## config.mk

```make
export PLATFORM = sky130hd
export DESIGN_NAME = alu_rr_sequencer
export DESIGN_NICKNAME = d
export VERILOG_FILES = /design/src/rtl/alu_rr_sequencer.sv
export SDC_FILE = /design/constraint.sdc
export NUM_CORES = 1
export LEC_CHECK = 0
export CORE_MARGIN = 2
export CORE_UTILIZATION = 44
export CTS_BUF_LIST = sky130_fd_sc_hd__clkbuf_4
export DETAILED_ROUTE_END_ITERATION = 7
export PLACE_DENSITY = 0.95
export SYNTH_ARGS = -nofsm -noshare
export SYNTH_HDL_FRONTEND = slang
export SYNTH_SLANG_ARGS = --single-unit
```

## constraint.sdc

```tcl
create_clock -name clk -period 3.35 [get_ports clk]
set_clock_uncertainty 0.1 [all_clocks]
set_input_delay 0.335 -clock clk [delete_from_list [all_inputs] [get_ports clk]]
set_output_delay 0.335 -clock clk [all_outputs]
set_load 0.1 [all_outputs]
```

## src/rtl/alu_rr_sequencer.sv

```systemverilog
// alu_rr_sequencer
// Shares one combinational 4-bit ALU between NUM_REQ requesters. A
// round-robin arbiter picks one valid requester per IDLE cycle. Its operands
// are registered onto the ALU inputs and held for ALU_LAT cycles. The result
// is then captured and offered on a single response channel, tagged with the
// requester index. Reset is asserted asynchronously. Its release is expected
// to be synchronous to clk.

module alu_rr_sequencer #(
  parameter int NUM_REQ = 4,
  parameter int ALU_LAT = 1,
  localparam int ID_W = (NUM_REQ > 1) ? $clog2(NUM_REQ) : 1
) (
  input  logic                 clk,
  input  logic                 rst_n,
  input  logic [NUM_REQ-1:0]   req_valid,
  output logic [NUM_REQ-1:0]   req_ready,
  input  logic [3*NUM_REQ-1:0] req_code,
  input  logic [4*NUM_REQ-1:0] req_a,
  input  logic [4*NUM_REQ-1:0] req_b,
  output logic [2:0]           alu_code,
  output logic [3:0]           alu_a,
  output logic [3:0]           alu_b,
  input  logic [7:0]           alu_result,
  input  logic                 alu_flag_c,
  output logic                 rsp_valid,
  input  logic                 rsp_ready,
  output logic [ID_W-1:0]      rsp_id,
  output logic [7:0]           rsp_result,
  output logic                 rsp_flag_c,
  output logic                 busy
);

  localparam logic [1:0] S_IDLE = 2'd0;
  localparam logic [1:0] S_EXEC = 2'd1;
  localparam logic [1:0] S_RESP = 2'd2;

  localparam logic [3:0] CNT_LOAD = 4'(ALU_LAT - 1);

  logic [1:0]      state;
  logic [1:0]      state_next;
  logic [3:0]      cnt;
  logic [ID_W-1:0] last;
  logic            grant_found;
  logic [ID_W-1:0] grant_idx;
  logic            handshake;
  logic            exec_done;
  logic            rsp_accept;
  logic [2:0]      sel_code;
  logic [3:0]      sel_a;
  logic [3:0]      sel_b;

  // Round-robin search. Candidates are visited in the order last+1, last+2,
  // and so on, wrapping modulo NUM_REQ. The first valid one wins. The MSB of
  // the return value flags that a candidate was found.
  function automatic logic [ID_W:0] pick_grant(
    input logic [NUM_REQ-1:0] valid,
    input logic [ID_W-1:0]    last_idx
  );
    logic [ID_W:0]   res;
    logic [ID_W-1:0] cand_idx;
    int              cand;
    res = '0;
    for (int k = 1; k <= NUM_REQ; k++) begin
      cand     = (int'(last_idx) + k) % NUM_REQ;
      cand_idx = ID_W'(cand);
      if (!res[ID_W] && valid[cand_idx]) begin
        res = {1'b1, cand_idx};
      end
    end
    return res;
  endfunction

  // Arbitration result for the current cycle. It only matters in IDLE.
  always_comb begin
    grant_found = 1'b0;
    grant_idx   = '0;
    {grant_found, grant_idx} = pick_grant(req_valid, last);
  end

  // Issue the one-hot ready, in IDLE only. While reset is asserted the ready
  // is forced low, because IDLE would otherwise grant combinationally.
  always_comb begin
    req_ready = '0;
    if (rst_n && (state == S_IDLE) && grant_found) begin
      req_ready = NUM_REQ'(1) << grant_idx;
    end
  end

  // Mux the operands of the granted requester.
  always_comb begin
    sel_code = req_code[3*int'(grant_idx) +: 3];
    sel_a    = req_a[4*int'(grant_idx) +: 4];
    sel_b    = req_b[4*int'(grant_idx) +: 4];
  end

  // Qualified events that drive the state machine.
  always_comb begin
    handshake  = (state == S_IDLE) && grant_found;
    exec_done  = (state == S_EXEC) && (cnt == 4'd0);
    rsp_accept = (state == S_RESP) && rsp_ready;
  end

  // Next-state logic: IDLE -> EXEC -> RESP -> IDLE. The unused encoding
  // falls back to IDLE.
  always_comb begin
    state_next = state;
    case (state)
      S_IDLE: if (handshake)  state_next = S_EXEC;
      S_EXEC: if (exec_done)  state_next = S_RESP;
      S_RESP: if (rsp_accept) state_next = S_IDLE;
      default:                state_next = S_IDLE;
    endcase
  end

  // State register.
  always_ff @(posedge clk or negedge rst_n) begin
    if (!rst_n) begin
      state <= S_IDLE;
    end else begin
      state <= state_next;
    end
  end

  // Latency counter. It is loaded on the handshake and counts down in EXEC.
  always_ff @(posedge clk or negedge rst_n) begin
    if (!rst_n) begin
      cnt <= 4'd0;
    end else if (handshake) begin
      cnt <= CNT_LOAD;
    end else if ((state == S_EXEC) && (cnt != 4'd0)) begin
      cnt <= cnt - 4'd1;
    end
  end

  // Round-robin pointer. After reset it points at the last requester, so
  // requester 0 has first priority.
  always_ff @(posedge clk or negedge rst_n) begin
    if (!rst_n) begin
      last <= ID_W'(NUM_REQ - 1);
    end else if (handshake) begin
      last <= grant_idx;
    end
  end

  // ALU drive registers. They change only on a handshake edge.
  always_ff @(posedge clk or negedge rst_n) begin
    if (!rst_n) begin
      alu_code <= 3'd0;
      alu_a    <= 4'd0;
      alu_b    <= 4'd0;
    end else if (handshake) begin
      alu_code <= sel_code;
      alu_a    <= sel_a;
      alu_b    <= sel_b;
    end
  end

  // Response owner id. It is captured at grant time.
  always_ff @(posedge clk or negedge rst_n) begin
    if (!rst_n) begin
      rsp_id <= '0;
    end else if (handshake) begin
      rsp_id <= grant_idx;
    end
  end

  // Capture the ALU result at the end of the hold window.
  always_ff @(posedge clk or negedge rst_n) begin
    if (!rst_n) begin
      rsp_result <= 8'd0;
      rsp_flag_c <= 1'b0;
    end else if (exec_done) begin
      rsp_result <= alu_result;
      rsp_flag_c <= alu_flag_c;
    end
  end

  // Status outputs are decoded from the registered state.
  always_comb begin
    rsp_valid = (state == S_RESP);
    busy      = (state != S_IDLE);
  end

endmodule
```

Word level (Yosys, flattened, before mapping)

Index checks and enable logic that the tools add are counted.

Bits in registers: 30
Output and inout port bits: 28

Add/sub/neg operators: 5
Multipliers: 1
Magnitude comparators: 4
Equal/unequal tests: 5
Shifts and indexed selects: 4
Muxes and demuxes: 19
Reductions and logical operators: 18

Operators with widths:

| kind                                                                    | number |
|---|---|
| 16-bit by 5-bit variable part select with 4-bit output                  | 2 |
| 2-bit by 3-bit < comparator with 1-bit output, second input constant    | 4 |
| 3-bit two-way mux                                                       | 4 |
| 4-bit two-way mux                                                       | 3 |
| 12-bit by 5-bit variable part select with 3-bit output                  | 1 |
| 1-bit logical AND                                                       | 9 |
| 1-bit binary-select mux with 2-bit select                               | 4 |
| 2-bit two-way mux                                                       | 3 |
| 2-bit one-hot mux with 3 select lines                                   | 1 |
| 2-bit by 1-bit adder with 2-bit output, second input constant           | 2 |
| 2-bit adder, second input constant                                      | 2 |
| 4-bit logical NOT                                                       | 1 |
| 2-bit by 2-bit multiplier with 4-bit output, first input constant       | 1 |
| 1-bit two-way mux                                                       | 4 |
| 2-bit inequality test, second input constant                            | 2 |
| 2-bit nonzero test                                                      | 2 |
| 4-bit nonzero test                                                      | 1 |
| 1-bit by 2-bit << shifter with 4-bit output, first input constant       | 1 |
| 4-bit by 1-bit subtractor with 4-bit output, second input constant      | 1 |
| 1-bit logical NOT                                                       | 3 |
| 3-bit AND reduction                                                     | 1 |
| 2-bit by 1-bit == test with 1-bit output, second input constant         | 1 |
| 2-bit == test, second input constant                                    | 1 |
| 2-bit logical NOT                                                       | 1 |
| 2-bit by 1-bit inequality test with 1-bit output, second input constant | 1 |

Logic depth before layout (Yosys ltp)

Word-level depth: 16
Mapped depth: 8
Gate-level depth less buffers: 7

Worst setup path after synthesis

OpenSTA, ideal clock, no wires.

Kind: register to output
Start point: register last[1]
End point: output req_ready[1]
Data arrival time: 3.243 ns
Data required time: 2.915 ns
Slack: -0.328 ns
Cell stages (with the launch flop): 6
Cells stage by stage: dfstp_2 -> a21oi_1 -> a31oi_1 -> a21oi_4 -> buf_6 -> nor3_1

Word-level cells in the longest chain between the ends: 15

Ends and longest elaborated chain:

| what                                                                                    | line   | RTL |
|---|---|---|
| start: declaration                                                                      | 43     | `logic [ID_W-1:0] last;` |
| start signal: assignment                                                                | 140    | `last <= ID_W'(NUM_REQ - 1);` |
| start signal: assignment                                                                | 142    | `last <= grant_idx;` |
| 2-bit by 1-bit adder with 2-bit output                                                  | 65     | `cand = (int'(last_idx) + k) % NUM_REQ;` |
| 1-bit binary-select mux with 2-bit select                                               | 67     | `if (!res[ID_W] && valid[cand_idx]) begin` |
| 1-bit two-way mux (implied by the code)                                                 | 67     |  |
| 3-bit two-way mux                                                                       | 67     |  |
| 1-bit logical NOT                                                                       | 67     |  |
| 1-bit logical AND                                                                       | 67     |  |
| 3-bit two-way mux                                                                       | 67     |  |
| 1-bit logical NOT                                                                       | 67     |  |
| 1-bit logical AND                                                                       | 67     |  |
| 3-bit two-way mux                                                                       | 67     |  |
| 1-bit logical NOT                                                                       | 67     |  |
| 1-bit logical AND                                                                       | 67     |  |
| 3-bit two-way mux *                                                                     | 67     |  |
| 1-bit by 2-bit << shifter with 4-bit output / 1-bit logical AND (equally long branches) | 86, 85 |  |
| 4-bit two-way mux *                                                                     | 85     | `if (rst_n && (state == S_IDLE) && grant_found) begin` |
| end: declaration                                                                        | 17     | `output logic [NUM_REQ-1:0] req_ready,` |

Mark *: on every way between the ends. The rest lies on a longest branch, timed or not. The select of a mux whose other input is x is not followed.

Worst setup path after layout

Start point: register last[1]
End point: output req_ready[0]

The elaborated chain is that of the path after synthesis.

==> metrics.json <==
{
  "outcome": "finished, final reports clean",
  "drt-initial-drc-count": 49,
  "tritoncts": "done",
  "drt_first_pass_iters": 4,
  "worstHoldPathCells": 1,
  "cts_hold_buf": 0,
  "area_fraction_of_the_dominant_cell_type_after_synthesis_pct": 42.1,
  "clockBufferDepth": 2,
  "postCtsSetupRepairBufs": 0,
  "fin_tns_setup_ps": 0,
  "post-route-util_pct": 72.1,
  "numPortBuffers": 87,
  "critical_path_arrival_ps": 2010,
  "detailed_place_hpwl_um": 3370,
  "post_cts_resize_count": 0,
  "timing.final.hold_violations": 0,
  "netlist_area_um2": 1670,
  "antenna_violations_before_repair": 0,
  "sequential_cell_area_um2": 753,
  "grt.total_usage_pct": 21.4,
  "die_area_um2": 4290,
  "rsz0062_at_grt": "no",
  "setup-violations-final": 0,
  "worst_min_delay_path_class": "reg -> reg",
  "final_min_period_over_clock_period_pct": 72.9,
  "die_h_um": 65.5,
  "synth-async-reset-ratio_pct": 100,
  "netlist-cell-type-count": 42,
  "max_cap_viol_count": 0,
  "clock_sink_count": 30,
  "synth_enable_flop_cells": 0,
  "postRouteAntennaNets": 0,
  "cts_root_buf": "clkbuf_4",
  "max_slew_margin_pct": 32.7,
  "detail_route.vias_per_cell": 5.20,
  "post_layout_nonfiller_instances": 281,
  "maxClockFrequency_ghz": 0.410,
  "placedCellCount": 273,
  "timing.final.crit_period_ps": 2440,
  "io-pin-count": 88,
  "die_width_um": 65.5,
  "synth_cells": 144,
  "yosys-top-cells-area": "dfrtp_1 (42%), mux2i_1 (14%), mux2_2 (6.1%), o221ai_1 (4.7%), dfstp_2 (3.2%)",
  "route.detailed.drc": 0,
  "worstSetupPathType": "reg -> out",
  "global_route_wire_length_before_repair_um": 6880,
  "share_of_final_layout_standard_cells_stronger_than_drive_strength_1_pct": 16.3,
  "maxSlewViolCount": 0,
  "dominant_cell_by_count_in_the_synthesized_netlist": "dfrtp_1",
  "synth-seq-area-share_pct": 45.2,
  "gpl.final_weighted_congestion": 0.775,
  "synthDominantAreaCellType": "dfrtp_1",
  "average_wire_per_cell_in_the_routed_design_um": 15.4,
  "syn_nets": 206,
  "nFillCells": 287,
  "startpoint_type": "flip-flop",
  "nets": 294,
  "rows": 22,
  "num_antenna_cells": 0,
  "synth_commonest_cells": "dfrtp_1 (28), mux2i_1 (23), nand2_1 (13)",
  "postRouteWirelength_um": 4320,
  "htree_num_levels": 2,
  "worst_ep_required_time_ps": 2910,
  "syn-mean-instance-area_um2": 11.6,
  "grt_start_max_net_pins": 31,
  "placeable_core_area_um2": 3660,
  "critical_path.max_fanout": 7,
  "clk_pin_slew_ps": 100,
  "total_congestion_overflow": 0,
  "ys.warnings.count": 0,
  "worst_pin_slew_ps": 1010,
  "dr_total_vias": 1462,
  "timing.critical_path.to_type": "output pin",
  "area_of_the_multi_input_gates_um2": 825,
  "cts-buffers-inserted": 5,
  "worst_hold_slack_ps": 390,
  "start_util_pct": 45.5,
  "worst-r2r-cell-count": 5,
  "synth_flop_cell": "dfrtp_1",
  "clk_latency_ps": 330,
  "first_global_vias": 1592,
  "ys_ff_latch": 30,
  "syn_to_final_growth_pct": 58.6
}
[worst paths after layout]
path / startpoint / end / slack, ps
min in group asynchronous: rst_n / cnt[1] / 410
setup / recovery: last[1] / req_ready[0] / 910
max in group asynchronous: rst_n / last[0] / 2430
hold reg to reg: rsp_id[1] / rsp_id[1] / 390
hold / removal: rsp_id[1] / rsp_id[1] / 390
setup reg to reg: last[1] / alu_a[3] / 1310
[worst max-delay path, stage by stage, from the launching register on]
cell     delay, ps
dfstp_2        600
mux2i_1        190
o22ai_1        140
a21oi_2        260
and4b_1        290
buf_12         180
[flip-flops by register name, indices dropped and copies added (netlist names), 2 cells and up]
| register | flops |
|---|---|
| rsp_result | 8 |
| rsp_id | 2 |
| alu_b | 4 |
| alu_code | 3 |
| state | 2 |
| alu_a | 4 |
| last | 2 |
| cnt | 4 |
[area by class of cell]
type,instances,share of cell area (%)
flip-flops and latches,30,28.5
multi-input cells,99,31.2
clock buffers,6,1.71
inverters,7,0.995
clock inverters,2,0.332
well taps,48,2.27
repair buffers,89,35.0
[through the flow]
| stage | worst slack (ps) | area [µm²] |
|---|---|---|
| after global routing | 766 | 2640 |
| final | 909 | 2640 |
| after floorplan | 349 | 1670 |
| after global placement | 972 | 2590 |
| after CTS | 899 | 2640 |
| after detailed placement | 950 | 2590 |
[cell usage in the layout, fill, tap and decap left out, types with 2 or more instances in the layout]
cell and n:
a21o_1 2, a21oi_1 2, buf_12 4, buf_4 3, clkbuf_4 6, clkdlybuf4s50_1 82, dfrtp_1 28, dfstp_2 2
ha_1 2, inv_1 7, mux2_2 9, mux2i_1 23, nand2_1 13, nand2b_1 3, nor2_1 7, o221ai_1 9
o221ai_2 2, xnor2_1 3
[layer usage]
layer | wire (µm) | up-vias | global-route usage (%)
met4 | 97 | 0 | 9.11
met1 | 1650 | 698 | 23.0
met3 | 343 | 10 | 7.36
met2 | 2230 | 58 | 38.1
li1 | - | 696 | -
met5 | 0 | - | 0
[logic make-up after synthesis]
logic type / count (synthesis) / synth area share [%]
adder cells (fa/ha/maj): 2 / 1.50
AND/OR/NAND/NOR: 36 / 11.9
AO/OA/AOI/OAI: 26 / 14.4
multiplexers: 32 / 19.9
buffers and inverters: 15 / 5.56
flip-flops: 30 / 45.2
XOR/XNOR: 3 / 1.58
Power is left out: the tool's default activity adds up to more than one toggle a clock period on the data nets, which glitch-free logic cannot reach.
